`src/rtl/lc3_obj_loader_if.sv`:
```
// Byte-stream and memory direct-access signals shared by the object loader
// and its host/memory side. The master modport is the loader itself.
interface lc3_obj_loader_if;
    logic [7:0]  byte_in;
    logic        byte_valid;
    logic        byte_ready;
    logic [15:0] address_in_direct;
    logic [15:0] data_in_direct;
    logic        clk_direct;
    logic [15:0] mem_out_direct;

    modport master (
        input  byte_in, byte_valid, mem_out_direct,
        output byte_ready, address_in_direct, data_in_direct, clk_direct
    );

    modport slave (
        output byte_in, byte_valid, mem_out_direct,
        input  byte_ready, address_in_direct, data_in_direct, clk_direct
    );
endinterface

```
`src/rtl/lc3_obj_loader.sv`:
```
// LC-3 object image loader: parses a big-endian origin/length/data byte
// stream, writes each word through the memory direct-access port, reads it
// back after READ_LAT cycles to verify it, and holds the CPU while loading.
module lc3_obj_loader #(
    parameter int READ_LAT = 1
) (
    input  logic               clk,
    input  logic               reset,
    input  logic               start,
    lc3_obj_loader_if.master   bus,
    output logic               cpu_hold,
    output logic               busy,
    output logic               done,
    output logic               error,
    output logic [15:0]        words_loaded
);
    localparam logic [2:0] LAT = 3'(READ_LAT);

    typedef enum logic [3:0] {
        S_IDLE, S_ORG_HI, S_ORG_LO, S_LEN_HI, S_LEN_LO, S_DAT_HI,
        S_DAT_LO, S_WRITE, S_WAIT, S_CHECK, S_DONE, S_ERR
    } state_t;

    state_t      r_state;
    state_t      w_next;
    logic [15:0] r_org;
    logic [15:0] r_len;
    logic [7:0]  r_hi;
    logic [15:0] r_addr;
    logic [15:0] r_data;
    logic [2:0]  r_wcnt;
    logic [15:0] r_words;

    logic        w_ready;
    logic        w_busy;
    logic        w_strobe;
    logic        w_done;
    logic        w_error;
    logic        w_xfer;
    logic        w_start_ok;
    logic        w_rd_ok;
    logic [15:0] w_len_full;
    logic [15:0] w_words_inc;

    assign w_xfer      = bus.byte_valid && w_ready;
    assign w_start_ok  = start && (r_state == S_IDLE || r_state == S_DONE || r_state == S_ERR);
    assign w_rd_ok     = (bus.mem_out_direct == r_data);
    assign w_len_full  = {r_len[15:8], bus.byte_in};
    assign w_words_inc = r_words + 16'd1;

    // State register; reset forces IDLE and wins over a simultaneous start.
    always_ff @(posedge clk) begin
        if (reset) begin
            r_state <= S_IDLE;
        end else begin
            r_state <= w_next;
        end
    end

    // Next-state logic: parse states advance only on an accepted byte.
    always_comb begin
        w_next = r_state;
        case (r_state)
            S_IDLE, S_DONE, S_ERR: if (w_start_ok) w_next = S_ORG_HI;
            S_ORG_HI: if (w_xfer) w_next = S_ORG_LO;
            S_ORG_LO: if (w_xfer) w_next = S_LEN_HI;
            S_LEN_HI: if (w_xfer) w_next = S_LEN_LO;
            S_LEN_LO: if (w_xfer) w_next = (w_len_full == 16'd0) ? S_DONE : S_DAT_HI;
            S_DAT_HI: if (w_xfer) w_next = S_DAT_LO;
            S_DAT_LO: if (w_xfer) w_next = S_WRITE;
            S_WRITE:  w_next = S_WAIT;
            S_WAIT:   if (r_wcnt <= 3'd1) w_next = S_CHECK;
            S_CHECK: begin
                if (!w_rd_ok) begin
                    w_next = S_ERR;
                end else if (w_words_inc == r_len) begin
                    w_next = S_DONE;
                end else begin
                    w_next = S_DAT_HI;
                end
            end
            default:  w_next = S_IDLE;
        endcase
    end

    // Output decode: handshake, strobe and status are pure functions of state.
    always_comb begin
        w_ready  = 1'b0;
        w_busy   = 1'b1;
        w_strobe = 1'b0;
        w_done   = 1'b0;
        w_error  = 1'b0;
        case (r_state)
            S_IDLE: w_busy = 1'b0;
            S_DONE: begin
                w_busy = 1'b0;
                w_done = 1'b1;
            end
            S_ERR: begin
                w_busy  = 1'b0;
                w_error = 1'b1;
            end
            S_ORG_HI, S_ORG_LO, S_LEN_HI, S_LEN_LO, S_DAT_HI, S_DAT_LO: w_ready = 1'b1;
            S_WRITE: w_strobe = 1'b1;
            default: ;
        endcase
    end

    // Datapath: header capture, word assembly, latency counter, verify count.
    // The address/data registers are untouched between DAT_LO and CHECK so
    // the memory sees a stable word; on a failed verify the address is kept.
    always_ff @(posedge clk) begin
        if (reset) begin
            r_org   <= '0;
            r_len   <= '0;
            r_hi    <= '0;
            r_addr  <= '0;
            r_data  <= '0;
            r_wcnt  <= '0;
            r_words <= '0;
        end else begin
            case (r_state)
                S_IDLE, S_DONE, S_ERR: if (w_start_ok) r_words <= '0;
                S_ORG_HI: if (w_xfer) r_org[15:8] <= bus.byte_in;
                S_ORG_LO: if (w_xfer) r_org[7:0]  <= bus.byte_in;
                S_LEN_HI: if (w_xfer) r_len[15:8] <= bus.byte_in;
                S_LEN_LO: begin
                    if (w_xfer) begin
                        r_len[7:0] <= bus.byte_in;
                        r_addr     <= r_org;
                    end
                end
                S_DAT_HI: if (w_xfer) r_hi <= bus.byte_in;
                S_DAT_LO: if (w_xfer) r_data <= {r_hi, bus.byte_in};
                S_WRITE:  r_wcnt <= LAT;
                S_WAIT:   r_wcnt <= r_wcnt - 3'd1;
                S_CHECK: begin
                    if (w_rd_ok) begin
                        r_words <= w_words_inc;
                        if (w_words_inc != r_len) r_addr <= r_addr + 16'd1;
                    end
                end
                default: ;
            endcase
        end
    end

    assign bus.byte_ready        = w_ready;
    assign bus.address_in_direct = r_addr;
    assign bus.data_in_direct    = r_data;
    assign bus.clk_direct        = w_strobe;
    assign busy                  = w_busy;
    assign cpu_hold              = w_busy;
    assign done                  = w_done;
    assign error                 = w_error;
    assign words_loaded          = r_words;
endmodule
```
`src/flat_wrapper.sv`:
```
// flat-port wrapper written by rule: the top's interface ports become plain ports
module lc3_obj_loader_flat 
#(
    parameter int READ_LAT = 1
)
  (clk, reset, start, cpu_hold, busy, done, error, words_loaded, bus_byte_in, bus_byte_valid, bus_mem_out_direct, bus_byte_ready, bus_address_in_direct, bus_data_in_direct, bus_clk_direct);
  lc3_obj_loader_if bus_i ();
  input  logic clk;
  input  logic reset;
  input  logic start;
  output logic cpu_hold;
  output logic busy;
  output logic done;
  output logic error;
  output logic [15:0] words_loaded;
  input wire logic [$bits(bus_i.byte_in)-1:0] bus_byte_in;
  input wire logic [$bits(bus_i.byte_valid)-1:0] bus_byte_valid;
  input wire logic [$bits(bus_i.mem_out_direct)-1:0] bus_mem_out_direct;
  output wire logic [$bits(bus_i.byte_ready)-1:0] bus_byte_ready;
  output wire logic [$bits(bus_i.address_in_direct)-1:0] bus_address_in_direct;
  output wire logic [$bits(bus_i.data_in_direct)-1:0] bus_data_in_direct;
  output wire logic [$bits(bus_i.clk_direct)-1:0] bus_clk_direct;
  assign bus_i.byte_in = bus_byte_in;
  assign bus_i.byte_valid = bus_byte_valid;
  assign bus_i.mem_out_direct = bus_mem_out_direct;
  assign bus_byte_ready = bus_i.byte_ready;
  assign bus_address_in_direct = bus_i.address_in_direct;
  assign bus_data_in_direct = bus_i.data_in_direct;
  assign bus_clk_direct = bus_i.clk_direct;
  lc3_obj_loader #(.READ_LAT(READ_LAT)) u_core (.clk(clk), .reset(reset), .start(start), .bus(bus_i), .cpu_hold(cpu_hold), .busy(busy), .done(done), .error(error), .words_loaded(words_loaded));
endmodule
```
`config.mk`:
```
export PLATFORM = sky130hd
export DESIGN_NAME = lc3_obj_loader_flat
export DESIGN_NICKNAME = d
export VERILOG_FILES = /design/src/rtl/lc3_obj_loader_if.sv /design/src/rtl/lc3_obj_loader.sv /design/src/flat_wrapper.sv
export SDC_FILE = /design/constraint.sdc
export NUM_CORES = 1
export LEC_CHECK = 0
export BUFFER_PORTS_ARGS = -buffer_cell sky130_fd_sc_hd__buf_2
export CAP_MARGIN = 10
export CELL_PAD_IN_SITES_DETAIL_PLACEMENT = 1
export CELL_PAD_IN_SITES_GLOBAL_PLACEMENT = 2
export CORE_AREA = 8 8 145 120
export DETAILED_ROUTE_END_ITERATION = 7
export DIE_AREA = 0 0 153 128
export PLACE_DENSITY = 0.94
export SETUP_SLACK_MARGIN = 0.1
export SLEW_MARGIN = 25
export SYNTH_ARGS = -nofsm -noshare
export SYNTH_HDL_FRONTEND = slang
export SYNTH_SLANG_ARGS = --single-unit
export TNS_END_PERCENT = 10
```
`constraint.sdc`:
```
create_clock -name clk -period 4.2 [get_ports clk]
set_clock_uncertainty 0.05 [all_clocks]
set_input_delay 0.42 -clock clk [delete_from_list [all_inputs] [get_ports clk]]
set_output_delay 0.42 -clock clk [all_outputs]
set_load 0.03 [all_outputs]
```
Word level (Yosys, flattened, before mapping)
Cells that the tools add are included.

$lt $le $gt $ge: 1. Add/subtract/negate cells: 3. Equality and inequality tests: 24. Reduce and logical (&&, ||, !) cells: 20. Mux-type cells: 25.

Operators with widths (count): 16-bit two-way mux (5); 16-bit case mux with 2 select lines (2); 4-bit two-way mux (11); 4-bit case mux with 10 select lines (1); 16-bit by 1-bit adder with 16-bit output, second input constant (2); 16-bit == test (2); 2-bit by 1-bit != test with 1-bit output, second input constant (10); 4-bit by 3-bit == test with 1-bit output, second input constant (4); 4-bit == test, second input constant (4); 16-bit logical NOT (1); 16-bit != test (1); 2-bit AND reduction (6); 4-bit by 2-bit == test with 1-bit output, second input constant (2); 8-bit AND reduction (1); 3-bit case mux with 2 select lines (1); 2-bit nonzero test (3); 6-bit OR reduction (1); 1-bit two-way mux (5); 4-bit by 1-bit == test with 1-bit output, second input constant (1); 4-bit logical NOT (1); 4-bit AND reduction (1); 3-bit by 1-bit less-or-equal comparator with 1-bit output, second input constant (1); 3-bit AND reduction (1); 3-bit OR reduction (1); other kinds (3) (5).

Register bits after elaboration: 95. Word-level logic and storage cells: 83. Bits of input ports: 28. Output and inout port bits: 54.

Longest topological paths before layout
Gate-level depths: netlist of run 1.

Depth in word-level cells: 6. Depth in mapped cells: 11. Mapped depth without buffers: 8.

Worst setup path before layout of run 1
OpenSTA, ideal clock, no wires.

Path kind: reg2reg. Start: register u_core.r_words[0], in the netlist u_core.words_loaded[0]. End: register u_core.r_addr[10], in the netlist u_core.bus.address_in_direct[10]. Buffers on the path: 1. Stages on the path, launching flop included: 10. Setup time: 0.143 ns. Required time: 4.007 ns. Arrival time: 2.543 ns. Period minus slack after synthesis: 2.737 ns. Path slack: 1.463 ns. Cell sequence: dfxtp_1 ha_1 nand3_2 or3_1 a32o_1 nor4_1 and4_4 o21a_2 buf_6 o32ai_2.

Longest elaborated chain between the ends: 4.

RTL lines: start: declaration (line lc3_obj_loader.sv:32) `logic [15:0] r_words;`; start signal: assignment (line lc3_obj_loader.sv:139) `r_words <= w_words_inc;`; 16-bit by 1-bit adder with 16-bit output (line lc3_obj_loader.sv:49) `assign w_words_inc = r_words + 16'd1;`; 16-bit != test (line lc3_obj_loader.sv:140) `if (w_words_inc != r_len) r_addr <= r_addr + 16'd1;`; 2-bit by 1-bit != test with 1-bit output (no line); 4-bit AND reduction (no line); end signal: assignment (line lc3_obj_loader.sv:130) `r_addr <= r_org;`; end signal: assignment (line lc3_obj_loader.sv:140); end: declaration (line lc3_obj_loader.sv:29) `logic [15:0] r_addr;`.

Every way passes these cells. A chain may end at the register's enable or synchronous reset.

Worst setup path in the final report of run 1
Ends and elaborated chain as after synthesis.

==> results of run 1 <==
## kinds of logic after synthesis
kind of cell / share of synthesized area (%)
and+or+nand+nor: 26.1
AOI/OAI and AO/OA: 19.9
DFF: 35.8
buffers and inverters: 4.45
muxes: 7.72
xor gates and xnor gates: 5.10
adders and majority gates: 0.941
## critical path, cell delays in order, from the launching register on
cell and delay (ns):
sky130_fd_sc_hd__dfxtp_1 0.49, sky130_fd_sc_hd__ha_1 0.31, sky130_fd_sc_hd__nand3_2 0.30, sky130_fd_sc_hd__or3_1 0.49, sky130_fd_sc_hd__a32o_1 0.27, sky130_fd_sc_hd__nor4_1 0.30
sky130_fd_sc_hd__and4_4 0.52, sky130_fd_sc_hd__o21a_2 0.48, sky130_fd_sc_hd__o32ai_2 0.16
## per-layer routing
| layer | GRT usage [%] | vias to the layer above |
|---|---|---|
| li1 | - | 2407 |
| met1 | 20.8 | 2472 |
| met2 | 30.1 | 117 |
| met3 | 4.14 | 19 |
| met4 | 6.21 | 0 |
| met5 | 0 | - |
## synthesized netlist by cell type, types with 2 or more instances
master and n:
sky130_fd_sc_hd__o211ai_1 2, sky130_fd_sc_hd__a21oi_2 10, sky130_fd_sc_hd__nor2b_1 8, sky130_fd_sc_hd__nor3_1 15, sky130_fd_sc_hd__nand4_1 5, sky130_fd_sc_hd__a211o_1 2
sky130_fd_sc_hd__o21ai_0 33, sky130_fd_sc_hd__a311oi_1 2, sky130_fd_sc_hd__buf_4 2, sky130_fd_sc_hd__a21o_1 2, sky130_fd_sc_hd__nor3b_1 3, sky130_fd_sc_hd__nand3_1 13
sky130_fd_sc_hd__nand2b_1 18, sky130_fd_sc_hd__a31oi_1 2, sky130_fd_sc_hd__xor2_1 20, sky130_fd_sc_hd__or3_1 14, sky130_fd_sc_hd__ha_1 4, sky130_fd_sc_hd__clkbuf_1 34
sky130_fd_sc_hd__nand4b_1 2, sky130_fd_sc_hd__o32ai_1 3, sky130_fd_sc_hd__o41ai_1 2, sky130_fd_sc_hd__mux2i_1 41, sky130_fd_sc_hd__and2_1 6, sky130_fd_sc_hd__and3_1 8
sky130_fd_sc_hd__or2_2 2, sky130_fd_sc_hd__nand3b_1 4, sky130_fd_sc_hd__xnor2_1 11, sky130_fd_sc_hd__dfxtp_1 95, sky130_fd_sc_hd__or2_1 2, sky130_fd_sc_hd__nor2_1 80
sky130_fd_sc_hd__a21oi_1 52, sky130_fd_sc_hd__a22oi_1 10, sky130_fd_sc_hd__nand2_1 63, sky130_fd_sc_hd__o32ai_2 11, sky130_fd_sc_hd__buf_2 5, sky130_fd_sc_hd__buf_6 2
sky130_fd_sc_hd__inv_1 7, sky130_fd_sc_hd__and4_1 4, sky130_fd_sc_hd__a211oi_1 4, sky130_fd_sc_hd__nor4_1 16
## state kept, by name, indices dropped and copies added (netlist names)
signal,flops
u_core.r_wcnt,3
u_core.bus.data_in_direct,16
u_core.r_state,4
u_core.words_loaded,16
u_core.r_org,16
u_core.r_len,16
u_core.bus.address_in_direct,16
u_core.r_hi,8
## metrics by stage
step / setup WS, ns / cells / utilization [%] / hold slack (ns) / total power [mW]
finish: 0.693 / 897 / 40.3 / 0.350 / 2.60
detailed placement: 0.756 / 882 / 38.1 / 0.406 / 1.70
floorplan: 1.46 / 645 / - / 0.381 / 1.53
global route: 0.479 / 897 / 40.3 / 0.353 / 2.72
CTS: 0.755 / 897 / 40.3 / 0.347 / 2.62
global placement: 0.996 / 882 / 38.1 / 0.389 / 1.67
## layout make-up
cell class	count	area, um^2	area share, %
sequential	95	1900	31.0
clock buffer	10	239	3.89
multi-input combinational	499	3180	51.8
inverter	7	26.3	0.428
timing repair buffer	88	460	7.50
tap	193	241	3.93
clock inverter	5	88.8	1.45
## worst paths after layout
check        depth (start not counted)  slack [ns]                    from                          endpoint
min                                  3        0.35          bus_byte_in[7]      u_core.bus.data_in_direct[7]
min reg2reg                          2        0.41          u_core.r_hi[5]     u_core.bus.data_in_direct[13]
max                                  8        0.69  u_core.words_loaded[0]  u_core.bus.address_in_direct[10]
max reg2reg                          8        0.69  u_core.words_loaded[0]  u_core.bus.address_in_direct[10]
## where the power goes
| part | leakage [nW] | internal (mW) | total, mW | switching (mW) |
|---|---|---|---|---|
| combinational | 1.63 | 0.224 | 0.647 | 0.422 |
| clock | 0.161 | 0.543 | 0.921 | 0.378 |
| sequential | 0.767 | 0.956 | 1.04 | 0.0798 |
==> impl_table.tex, run 1 <==
\begin{tabular}{lr}
\hline
Metric & Value \\
\hline
\multicolumn{2}{l}{\textbf{Outcome}} \\
\quad Status & complete, no violations \\
\multicolumn{2}{l}{\textbf{STA}} \\
\quad Count of endpoints failing setup in the final report & 0 \\
\quad Final period util & 83.5\% \\
\quad Slew HR & 39.5\% \\
\quad Final hold viol count & 0 \\
\quad Fin crit period & 3.51 ns \\
\quad Slew Viols, Final & 0 \\
\quad Slew at the pin closest to its max-slew limit & 0.900 ns \\
\quad Setup repair after global routing missed its margin & no \\
\quad Max Clk Rate & 285 MHz \\
\quad Final TNS setup & 0 ns \\
\multicolumn{2}{l}{\textbf{Route}} \\
\quad Metal1 wirelength & 7600 um \\
\quad Routed wire length on met2 & 8200 um \\
\quad Overall via count from detail\_route & 5,015 \\
\quad First-iteration detailed-routing DRC count & 245 \\
\quad Post-DR vias/cell & 5.59 \\
\quad Aggregate routed wire length & 16,900 um \\
\quad Number of remaining DRC errors & 0 \\
\quad Detailed-router iteration count before antenna repair & 4 \\
\quad Antenna violation net count after detailed routing & 0 \\
\quad Met3 layer wire length in the routed design & 862 um \\
\quad Highest layer used for signal routing & met4 \\
\quad Wire length per cell after detailed routing & 18.9 um \\
\multicolumn{2}{l}{\textbf{Synth}} \\
\quad Async SR Flop Fraction & 0\% \\
\quad Combined area of all synthesized cells & 5320 um\^{}2 \\
\quad Flops \& latches, synth & 95 \\
\quad Fraction of the yosys area taken by sequential cells & 35.8\% \\
\quad Count of flip-flops with a built-in enable after synthesis & 0 \\
\quad Cell type with the largest total area after synthesis & sky130\_fd\_sc\_hd\_\_dfxtp\_1 \\
\quad Net count after synthesis & 677 \\
\quad Cell count after synthesis & 645 \\
\quad Count of distinct cell types in the synthesized netlist & 66 \\
\quad Top-area cell type share of the netlist area & 35.8\% \\
\quad Avg Inst Size Synth & 8.25 um\^{}2 \\
\quad Top\_reg\_cell synth & sky130\_fd\_sc\_hd\_\_dfxtp\_1 \\
\quad Cell types with the largest area share after synthesis & sky130\_fd\_sc\_hd\_\_dfxtp\_1 (36\%), sky130\_fd\_sc\_hd\_\_mux2i\_1 (7.7\%), sky130\_fd\_sc\_hd\_\_nor2\_1 (5.6\%), sky130\_fd\_sc\_hd\_\_a21oi\_1 (4.9\%), sky130\_fd\_sc\_hd\_\_nand2\_1 (4.4\%) \\
\quad Ys Warns & 0 \\
\multicolumn{2}{l}{\textbf{Setup path}} \\
\quad Setup Crit Path Kind & flip-flop to flip-flop \\
\quad WP data required & 4.37 ns \\
\quad Highest fanout seen on the critical path & 20 \\
\quad Startpoint type of the worst setup path & flip-flop \\
\quad Endpoint kind of the worst setup timing path & flip-flop \\
\quad Crit path arrival time & 3.68 ns \\
\multicolumn{2}{l}{\textbf{Global routing}} \\
\quad Total grt overflow & 0 \\
\quad Vias in the first global route & 5,349 \\
\quad Maximum number of pins on one net before global-route repair & 79 \\
\quad Number of antenna violations at the first check in global routing & 0 \\
\quad Aggregate global-route resource usage & 17.4\% \\
\quad Global-route wire length before repair & 27,700 um \\
\multicolumn{2}{l}{\textbf{Placed design}} \\
\quad HPWL Detailed & 11,900 um \\
\quad DP Area & 5810 um\^{}2 \\
\quad Count of buffers from port buffering & 81 \\
\quad Weighted congestion at the end of routability-driven global placement & 0.832 \\
\multicolumn{2}{l}{\textbf{Final layout}} \\
\quad Most frequent cells in the layout & sky130\_fd\_sc\_hd\_\_dfxtp\_1 (95), sky130\_fd\_sc\_hd\_\_buf\_2 (80), sky130\_fd\_sc\_hd\_\_nor2\_1 (79) \\
\quad Final antenna diode count & 0 \\
\quad Post-route standard cell area excluding fillers & 6140 um\^{}2 \\
\quad Most frequent standard cell in the layout excluding fill and tap cells & sky130\_fd\_sc\_hd\_\_dfxtp\_1 \\
\quad FILL cells & 1,815 \\
\quad Area growth from synthesis to layout & 15.5\% \\
\quad Final net count & 732 \\
\quad Share of cells above drive strength 1 & 19.6\% \\
\multicolumn{2}{l}{\textbf{CTS}} \\
\quad Later-pin clock latency in the skew report & 0.35 ns \\
\quad TritonCTS clock tree & done \\
\quad Clk root buf & sky130\_fd\_sc\_hd\_\_clkbuf\_16 \\
\quad Number of buffers inserted during clock tree synthesis & 9 \\
\quad Clock transition at the registers of the reported paths & 0.07 ns \\
\quad H-tree depth reported by CTS & 3 \\
\quad Clock Tree Buf Depth & 2 \\
\quad Number of buffers inserted to repair setup after CTS & 0 \\
\quad Cts repair resizes & 0 \\
\quad Cts-stage hold buffer count & 0 \\
\quad Clock sink count & 95 \\
\multicolumn{2}{l}{\textbf{Die}} \\
\quad Std cell rows & 41 \\
\quad Placeable Area & 15,200 um\^{}2 \\
\quad I/O pin cnt & 82 \\
\quad Starting density of the core & 34.9\% \\
\quad Floorplan die height & 128 um \\
\quad Chip width & 153 um \\
\quad Floorplan die area & 19,600 um\^{}2 \\
\multicolumn{2}{l}{\textbf{Power and ir drop}} \\
\quad Power density over the cells & 424 nW/um\^{}2 \\
\quad Cell leakage power & 2.55 nW \\
\quad Maximum resistive drop on vdd & 317 uV \\
\multicolumn{2}{l}{\textbf{Job}} \\
\quad Count of maximum capacitance violations & 0 \\
\multicolumn{2}{l}{\textbf{Worst hold path}} \\
\quad Path type of the worst min-delay path & input pin to flip-flop \\
\hline
\end{tabular}
Power figures use the tool's default switching activity.
==> run 2: changes to the inputs <==
Settings changed: CORE_AREA 8 8 145 120 to 8 8 149 123, DIE_AREA 0 0 153 128 to 0 0 157 131, PLACE_DENSITY 0.94 to 0.9.
Clock period 4.2 ns to 3.58 ns, I/O delays scaled along.
==> run 2 against run 1 <==
Effect of this change: core utilization fell by 1.7 points; routed wire length rose by 3.3%; clock power rose by 9.7%; first-iteration DRC count fell by 19%; die area rose by 5.0%; critical endpoint is now u_core.bus.address_in_direct[13]; maximum frequency rose by 8.4%; global-route usage rose by 0.29 points.
==> impl_table.tex, run 2 (same netlist as run 1, synthesis figures left out) <==
\begin{tabular}{lr}
\hline
Metric & Value \\
\hline
\multicolumn{2}{l}{\textbf{Outcome}} \\
\quad Status & complete, no violations (unchanged) \\
\multicolumn{2}{l}{\textbf{Worst hold path}} \\
\quad Path type of the worst min-delay path & input pin to flip-flop (unchanged) \\
\multicolumn{2}{l}{\textbf{STA}} \\
\quad Slew Viols, Final & 0 (unchanged) \\
\quad Setup repair after global routing missed its margin & no (unchanged) \\
\quad Max Clk Rate & 309 MHz (was 285 MHz) \\
\quad Slew HR & 45.0\% (was 39.5\%) \\
\quad Slew at the pin closest to its max-slew limit & 0.819 ns (was 0.900 ns) \\
\quad Count of endpoints failing setup in the final report & 0 (unchanged) \\
\quad Final hold viol count & 0 (unchanged) \\
\quad Fin crit period & 3.23 ns (was 3.51 ns) \\
\quad Final TNS setup & 0 ns (unchanged) \\
\quad Final period util & 90.4\% (was 83.5\%) \\
\multicolumn{2}{l}{\textbf{Setup path}} \\
\quad Startpoint type of the worst setup path & flip-flop (unchanged) \\
\quad Family of cells with the greatest summed delay on the critical path & compound AO/OA/AOI/OAI gates (was simple AND/OR/NAND/NOR gates) \\
\quad WP data required & 3.80 ns (was 4.37 ns) \\
\quad Count of buffering cells on the critical path with inverters included & 1 (was 0) \\
\quad Crit path arrival time & 3.46 ns (was 3.68 ns) \\
\quad Endpoint kind of the worst setup timing path & flip-flop (unchanged) \\
\quad Setup Crit Path Kind & flip-flop to flip-flop (unchanged) \\
\quad Stage delay of the slowest cell on the critical path & 0.62 ns (was 0.52 ns) \\
\quad Critical-path top delay cell & sky130\_fd\_sc\_hd\_\_a2111oi\_0 (was sky130\_fd\_sc\_hd\_\_and4\_4) \\
\quad Highest fanout seen on the critical path & 19 (was 20) \\
\quad Worst path cell trace & nand4\_1 -> a2111oi\_0 -> nor3\_1 -> a311oi\_1 -> and4\_4 -> buf\_4 -> a21oi\_1 -> o32ai\_2 (was ha\_1 -> nand3\_2 -> or3\_1 -> a32o\_1 -> nor4\_1 -> and4\_4 -> o21a\_2 -> o32ai\_2) \\
\multicolumn{2}{l}{\textbf{Placed design}} \\
\quad HPWL Detailed & 12,300 um (was 11,900 um) \\
\quad Count of buffers from port buffering & 81 (unchanged) \\
\quad Weighted congestion at the end of routability-driven global placement & 0.846 (was 0.832) \\
\quad Cell count after placement & 913 (was 882) \\
\multicolumn{2}{l}{\textbf{Route}} \\
\quad First-iteration detailed-routing DRC count & 199 (was 245) \\
\quad Number of remaining DRC errors & 0 (unchanged) \\
\quad Wire length per cell after detailed routing & 18.8 um (was 18.9 um) \\
\quad Overall via count from detail\_route & 5,040 (was 5,015) \\
\quad Detailed-router iteration count before antenna repair & 4 (unchanged) \\
\quad Aggregate routed wire length & 17,500 um (was 16,900 um) \\
\quad Antenna violation net count after detailed routing & 0 (unchanged) \\
\quad Post-DR vias/cell & 5.43 (was 5.59) \\
\multicolumn{2}{l}{\textbf{Global routing}} \\
\quad Total grt overflow & 0 (unchanged) \\
\quad Global-route wire length before repair & 28,600 um (was 27,700 um) \\
\quad Aggregate global-route resource usage & 17.7\% (was 17.4\%) \\
\quad Number of antenna violations at the first check in global routing & 0 (unchanged) \\
\quad Maximum number of pins on one net before global-route repair & 54 (was 79) \\
\quad Vias in the first global route & 5,313 (was 5,349) \\
\multicolumn{2}{l}{\textbf{Die}} \\
\quad Chip width & 157 um (was 153 um) \\
\quad Floorplan die area & 20,600 um\^{}2 (was 19,600 um\^{}2) \\
\quad Starting density of the core & 33.2\% (was 34.9\%) \\
\quad Std cell rows & 42 (was 41) \\
\quad I/O pin cnt & 82 (unchanged) \\
\quad Placeable Area & 16,000 um\^{}2 (was 15,200 um\^{}2) \\
\quad Floorplan die height & 131 um (was 128 um) \\
\multicolumn{2}{l}{\textbf{Power and ir drop}} \\
\quad Maximum resistive drop on vdd & 342 uV (was 317 uV) \\
\quad Part of the power in combinational logic & 25.7\% (was 24.8\%) \\
\quad Power density over the cells & 485 nW/um\^{}2 (was 424 nW/um\^{}2) \\
\quad Relative contribution of sequential cells to total power & 40.5\% (was 39.8\%) \\
\quad Part of the power in the clock network & 33.8\% (was 35.4\%) \\
\quad Total net switching power & 1.05 mW (was 0.880 mW) \\
\quad Switching share of total power & 34.9\% (was 33.8\%) \\
\quad Cell leakage power & 2.56 nW (was 2.55 nW) \\
\quad Cell internal power dissipation & 1.95 mW (was 1.72 mW) \\
\multicolumn{2}{l}{\textbf{Final layout}} \\
\quad Final antenna diode count & 0 (unchanged) \\
\quad Number of standard cells in the final layout excluding fillers & 928 (was 897) \\
\quad FILL cells & 1,952 (was 1,815) \\
\quad Share of cells above drive strength 1 & 20.2\% (was 19.6\%) \\
\quad Final net count & 736 (was 732) \\
\quad Area growth from synthesis to layout & 16.2\% (was 15.5\%) \\
\quad Most frequent cells in the layout & sky130\_fd\_sc\_hd\_\_dfxtp\_1 (95), sky130\_fd\_sc\_hd\_\_buf\_2 (80), sky130\_fd\_sc\_hd\_\_nor2\_1 (78) (was sky130\_fd\_sc\_hd\_\_dfxtp\_1 (95), sky130\_fd\_sc\_hd\_\_buf\_2 (80), sky130\_fd\_sc\_hd\_\_nor2\_1 (79)) \\
\quad Most frequent standard cell in the layout excluding fill and tap cells & sky130\_fd\_sc\_hd\_\_dfxtp\_1 (unchanged) \\
\multicolumn{2}{l}{\textbf{CTS}} \\
\quad Later-pin clock latency in the skew report & 0.36 ns (was 0.35 ns) \\
\quad Clock transition at the registers of the reported paths & 0.07 ns (about the same) \\
\quad Clock Tree Buf Depth & 2 (unchanged) \\
\quad Number of buffers inserted during clock tree synthesis & 9 (unchanged) \\
\quad TritonCTS clock tree & done (unchanged) \\
\quad Number of buffers inserted to repair setup after CTS & 0 (unchanged) \\
\quad Cts repair resizes & 0 (unchanged) \\
\quad Clk root buf & sky130\_fd\_sc\_hd\_\_clkbuf\_16 (unchanged) \\
\quad Clock sink count & 95 (unchanged) \\
\quad Cts-stage hold buffer count & 0 (unchanged) \\
\quad H-tree depth reported by CTS & 3 (unchanged) \\
\multicolumn{2}{l}{\textbf{Job}} \\
\quad Count of maximum capacitance violations & 0 (unchanged) \\
\hline
\end{tabular}
run 2: cell types whose count changed in the layout (fill, tap and decap cells not counted):
cell	change
sky130_fd_sc_hd__buf_4	+4
sky130_fd_sc_hd__bufinv_16	-1
sky130_fd_sc_hd__clkinvlp_4	+1
sky130_fd_sc_hd__inv_6	+1
sky130_fd_sc_hd__inv_8	-1
sky130_fd_sc_hd__nor2_1	-1
sky130_fd_sc_hd__nor2_2	+1
run 2: routing by layer:
layer	GRT usage, %	wire length [um]	up-vias
li1	-	-	2424
met1	21.9	8190	2499
met2	29.4	8330	99
met3	5.00	748	18
met4	5.58	229	0
met5	0	0	-
run 2: worst paths after layout:
| check | from | end | slack (ns) | depth (start not counted) |
|---|---|---|---|---|
| worst max-delay path | u_core.words_loaded[4] | u_core.bus.address_in_direct[13] | 0.35 | 8 |
| worst min register to register | u_core.r_hi[0] | u_core.bus.data_in_direct[8] | 0.41 | 2 |
| worst max register to register | u_core.words_loaded[4] | u_core.bus.address_in_direct[13] | 0.35 | 8 |
| worst min-delay path | bus_byte_in[7] | u_core.bus.data_in_direct[7] | 0.28 | 3 |
run 2: layout make-up:
type                       count  area, um^2  area share, %
clock inverter                 5        63.8           1.03
multi-input combinational    499        3190           51.5
timing repair buffer          92         490           7.93
tap                          220         275           4.45
sequential                    95        1900           30.8
clock buffer                  10         239           3.87
inverter                       7        26.3          0.425
run 2: tightest hold or removal path: cells and delay by family:
family          cells  cell delay (ns)
compound gates      1             0.05
simple gates        1             0.08
buf+inv             1             0.16
run 2: per-stage QoR:
| step | setup WS (ns) | utilization [%] | hold slack (ns) | area [um^2] | total power [mW] |
|---|---|---|---|---|---|
| 4_1_cts | 0.352 | 38.6 | 0.266 | 6180 | 3.03 |
| 2_1_floorplan | 0.843 | - | 0.381 | 5320 | 1.79 |
| 6_report | 0.345 | 38.6 | 0.284 | 6180 | 3.00 |
| 3_5_place_dp | 0.377 | 36.7 | 0.402 | 5880 | 2.01 |
| 5_1_grt | 0.144 | 38.6 | 0.285 | 6180 | 3.15 |
| 3_3_place_gp | 0.592 | 36.7 | 0.388 | 5870 | 1.98 |
run 2: power by group through the flow:
stage	Combinational (mW)	Sequential, mW	Clock (mW)
2_1_floorplan	0.598	1.20	0
6_report	0.770	1.22	1.01
3_5_place_dp	0.770	1.24	0
4_1_cts	0.775	1.21	1.05
3_3_place_gp	0.743	1.23	0
5_1_grt	0.843	1.23	1.08
==> run 3: changes to the inputs <==
Settings changed: CAP_MARGIN 10 to 20, CORE_AREA 8 8 149 123 to 8 8 135 137, DIE_AREA 0 0 157 131 to 0 0 143 145, PLACE_DENSITY 0.9 to 0.89.
==> run 3 against run 2 <==
Effect of this change: count of clock-buffer cells in the layout up 3; first-iteration DRC count is 31% higher; routed wire length down 2.9%; critical endpoint is now u_core.r_state[2]; highest routed layer unchanged; worst setup slack gained 0.022 ns; die area up 0.82%.
==> impl_table.tex, run 3 (same netlist as run 1, synthesis figures left out) <==
\begin{tabular}{lr}
\hline
Metric & Value \\
\hline
\multicolumn{2}{l}{\textbf{Setup path}} \\
\quad Launch instance of the worst register-to-register path & u\_core.words\_loaded[4] (unchanged) \\
\quad Stage delay of the slowest cell on the critical path & 0.56 ns (was 0.62 ns) \\
\quad Critical-path top delay cell & sky130\_fd\_sc\_hd\_\_or3\_1 (was sky130\_fd\_sc\_hd\_\_a2111oi\_0) \\
\quad Depth of the worst register-to-register path & 8 (unchanged) \\
\quad Endpoint kind of the worst setup timing path & flip-flop (unchanged) \\
\quad Count of buffering cells on the critical path with inverters included & 1 (unchanged) \\
\quad Highest fanout seen on the critical path & 19 (unchanged) \\
\quad Family of cells with the greatest summed delay on the critical path & simple AND/OR/NAND/NOR gates (was compound AO/OA/AOI/OAI gates) \\
\quad Setup Crit Path Kind & flip-flop to flip-flop (unchanged) \\
\quad Worst path cell trace & nand4\_1 -> or3\_1 -> and3\_1 -> nor4\_1 -> and4\_4 -> buf\_4 -> nand2b\_1 -> a311oi\_1 (was nand4\_1 -> a2111oi\_0 -> nor3\_1 -> a311oi\_1 -> and4\_4 -> buf\_4 -> a21oi\_1 -> o32ai\_2) \\
\quad Startpoint type of the worst setup path & flip-flop (unchanged) \\
\quad Crit path arrival time & 3.34 ns (was 3.46 ns) \\
\quad Crit Reg-Reg Endpoint & u\_core.r\_state[2] (was u\_core.bus.address\_in\_direct[13]) \\
\quad WP data required & 3.70 ns (was 3.80 ns) \\
\quad Setup slack on the worst flop-to-flop path & 0.37 ns (was 0.35 ns) \\
\multicolumn{2}{l}{\textbf{STA}} \\
\quad Final hold viol count & 0 (unchanged) \\
\quad Setup repair after global routing missed its margin & no (unchanged) \\
\quad Slew HR & 44.4\% (was 45.0\%) \\
\quad WHS & 0.287 ns (was 0.284 ns) \\
\quad Fin crit period & 3.21 ns (was 3.23 ns) \\
\quad Max Clk Rate & 311 MHz (was 309 MHz) \\
\quad Count of endpoints failing setup in the final report & 0 (unchanged) \\
\quad Slew Viols, Final & 0 (unchanged) \\
\quad Final TNS setup & 0 ns (unchanged) \\
\quad Slew at the pin closest to its max-slew limit & 0.835 ns (was 0.819 ns) \\
\quad Final period util & 89.7\% (was 90.4\%) \\
\multicolumn{2}{l}{\textbf{Global routing}} \\
\quad Aggregate global-route resource usage & 16.6\% (was 17.7\%) \\
\quad Global-route wire length before repair & 27,900 um (was 28,600 um) \\
\quad Vias in the first global route & 5,154 (was 5,313) \\
\quad Number of antenna violations at the first check in global routing & 0 (unchanged) \\
\quad Maximum number of pins on one net before global-route repair & 77 (was 54) \\
\quad Total grt overflow & 0 (unchanged) \\
\multicolumn{2}{l}{\textbf{CTS}} \\
\quad Number of buffers inserted to repair setup after CTS & 0 (unchanged) \\
\quad Clk root buf & sky130\_fd\_sc\_hd\_\_clkbuf\_16 (unchanged) \\
\quad Clock Tree Buf Depth & 2 (unchanged) \\
\quad Cts-stage hold buffer count & 0 (unchanged) \\
\quad Later-pin clock latency in the skew report & 0.35 ns (was 0.36 ns) \\
\quad H-tree depth reported by CTS & 3 (unchanged) \\
\quad Number of buffers inserted during clock tree synthesis & 9 (unchanged) \\
\quad TritonCTS clock tree & done (unchanged) \\
\quad Clock sink count & 95 (unchanged) \\
\quad Clock transition at the registers of the reported paths & 0.07 ns (about the same) \\
\quad Cts repair resizes & 0 (unchanged) \\
\multicolumn{2}{l}{\textbf{Die}} \\
\quad Starting density of the core & 32.9\% (was 33.2\%) \\
\quad I/O pin cnt & 82 (unchanged) \\
\quad Chip width & 143 um (was 157 um) \\
\quad Floorplan die height & 145 um (was 131 um) \\
\quad Placeable Area & 16,200 um\^{}2 (was 16,000 um\^{}2) \\
\quad Std cell rows & 47 (was 42) \\
\quad Floorplan die area & 20,700 um\^{}2 (was 20,600 um\^{}2) \\
\multicolumn{2}{l}{\textbf{Final layout}} \\
\quad Share of cells above drive strength 1 & 19.9\% (was 20.2\%) \\
\quad Most frequent standard cell in the layout excluding fill and tap cells & sky130\_fd\_sc\_hd\_\_dfxtp\_1 (unchanged) \\
\quad Final net count & 735 (was 736) \\
\quad FILL cells & 1,976 (was 1,952) \\
\quad Final antenna diode count & 0 (unchanged) \\
\quad Most frequent cells in the layout & sky130\_fd\_sc\_hd\_\_dfxtp\_1 (95), sky130\_fd\_sc\_hd\_\_buf\_2 (80), sky130\_fd\_sc\_hd\_\_nor2\_1 (79) (was sky130\_fd\_sc\_hd\_\_dfxtp\_1 (95), sky130\_fd\_sc\_hd\_\_buf\_2 (80), sky130\_fd\_sc\_hd\_\_nor2\_1 (78)) \\
\quad Area growth from synthesis to layout & 16.3\% (was 16.2\%) \\
\multicolumn{2}{l}{\textbf{Route}} \\
\quad Antenna violation net count after detailed routing & 0 (unchanged) \\
\quad Number of remaining DRC errors & 0 (unchanged) \\
\quad Detailed-router iteration count before antenna repair & 4 (unchanged) \\
\quad Aggregate routed wire length & 17,000 um (was 17,500 um) \\
\quad Overall via count from detail\_route & 4,986 (was 5,040) \\
\quad First-iteration detailed-routing DRC count & 261 (was 199) \\
\quad Post-DR vias/cell & 5.38 (was 5.43) \\
\quad Wire length per cell after detailed routing & 18.3 um (was 18.8 um) \\
\multicolumn{2}{l}{\textbf{Power and ir drop}} \\
\quad Part of the power in combinational logic & 25.1\% (was 25.7\%) \\
\quad Switching share of total power & 33.3\% (was 34.9\%) \\
\quad Post-layout total power & 3.01 mW (was 3.00 mW) \\
\quad Cell leakage power & 2.56 nW (about the same) \\
\quad Total net switching power & 1.00 mW (was 1.05 mW) \\
\quad Relative contribution of sequential cells to total power & 40.4\% (was 40.5\%) \\
\quad Maximum resistive drop on vdd & 294 uV (was 342 uV) \\
\quad Cell internal power dissipation & 2.01 mW (was 1.95 mW) \\
\quad Power density over the cells & 487 nW/um\^{}2 (was 485 nW/um\^{}2) \\
\quad Part of the power in the clock network & 34.5\% (was 33.8\%) \\
\multicolumn{2}{l}{\textbf{Outcome}} \\
\quad Status & complete, no violations (unchanged) \\
\multicolumn{2}{l}{\textbf{Worst hold path}} \\
\quad Worst hold endpoint & u\_core.bus.data\_in\_direct[7] (unchanged) \\
\quad Number of cells traversed by the worst hold path & 3 (unchanged) \\
\quad Path type of the worst min-delay path & input pin to flip-flop (unchanged) \\
\quad Worst Hold Launch & bus\_byte\_in[7] (unchanged) \\
\multicolumn{2}{l}{\textbf{Placed design}} \\
\quad Weighted congestion at the end of routability-driven global placement & 0.800 (was 0.846) \\
\quad HPWL Detailed & 12,100 um (was 12,300 um) \\
\quad Count of buffers from port buffering & 81 (unchanged) \\
\multicolumn{2}{l}{\textbf{Job}} \\
\quad Count of maximum capacitance violations & 0 (unchanged) \\
\hline
\end{tabular}
==> run 3: changes by cell type in the layout (fill, tap and decap cells not counted), sizes merged <==
| cell | previous run | this run |
|---|---|---|
| clkbuf | 10 | 13 |
| buf | 92 | 91 |
| clkinv | 1 | 0 |
| inv | 9 | 7 |
==> run 3: worst max path at each step <==
stage                      startpoint                          endpoint  cells after the start
3_3_place_gp   u_core.words_loaded[4]   u_core.bus.address_in_direct[0]                      8
6_report       u_core.words_loaded[4]                 u_core.r_state[2]                      8
3_5_place_dp   u_core.words_loaded[0]                 u_core.r_state[2]                      9
4_1_cts        u_core.words_loaded[4]                 u_core.r_state[2]                      8
5_1_grt        u_core.words_loaded[4]                 u_core.r_state[2]                      8
2_1_floorplan  u_core.words_loaded[0]  u_core.bus.address_in_direct[10]                      9
==> run 3: area by class of cell <==
cell class	instances	area (um^2)	share of cell area (%)
Multi-Input combinational cell	499	3180	51.4
Sequential cell	95	1900	30.7
Timing Repair Buffer	91	483	7.81
Clock buffer	13	280	4.53
Tap cell	220	275	4.45
Clock inverter	2	37.5	0.607
Inverter	7	26.3	0.425
==> run 3: tightest hold or removal path, stage by stage <==
cell and delay, ns:
sky130_fd_sc_hd__buf_2 0.15, sky130_fd_sc_hd__nand2_1 0.07, sky130_fd_sc_hd__a21oi_1 0.05
==> run 3: metal layers <==
metal  global-route usage, %  vias up  wire length, um
li1                        -     2427                -
met1                    19.9     2460             7560
met2                    28.6       80             8620
met3                    3.18       19              485
met4                    5.90        0              321
met5                       0        -                0
==> run 3: stage by stage <==
stage / cells / util, % / area, um^2 / worst slack [ns]
after floorplan: 645 / - / 5320 / 0.843
after global placement: 912 / 36.3 / 5870 / 0.622
after detailed placement: 912 / 36.3 / 5870 / 0.473
after CTS: 927 / 38.2 / 6180 / 0.363
after global routing: 927 / 38.3 / 6190 / 0.144
final: 927 / 38.3 / 6190 / 0.367
==> run 3: power by group through the flow <==
stage / registers [mW] / clock network [mW] / logic [mW]
finish: 1.22 / 1.04 / 0.757
global route: 1.23 / 1.11 / 0.828
CTS: 1.22 / 1.06 / 0.765
detailed placement: 1.24 / 0 / 0.757
global placement: 1.23 / 0 / 0.732
floorplan: 1.20 / 0 / 0.598
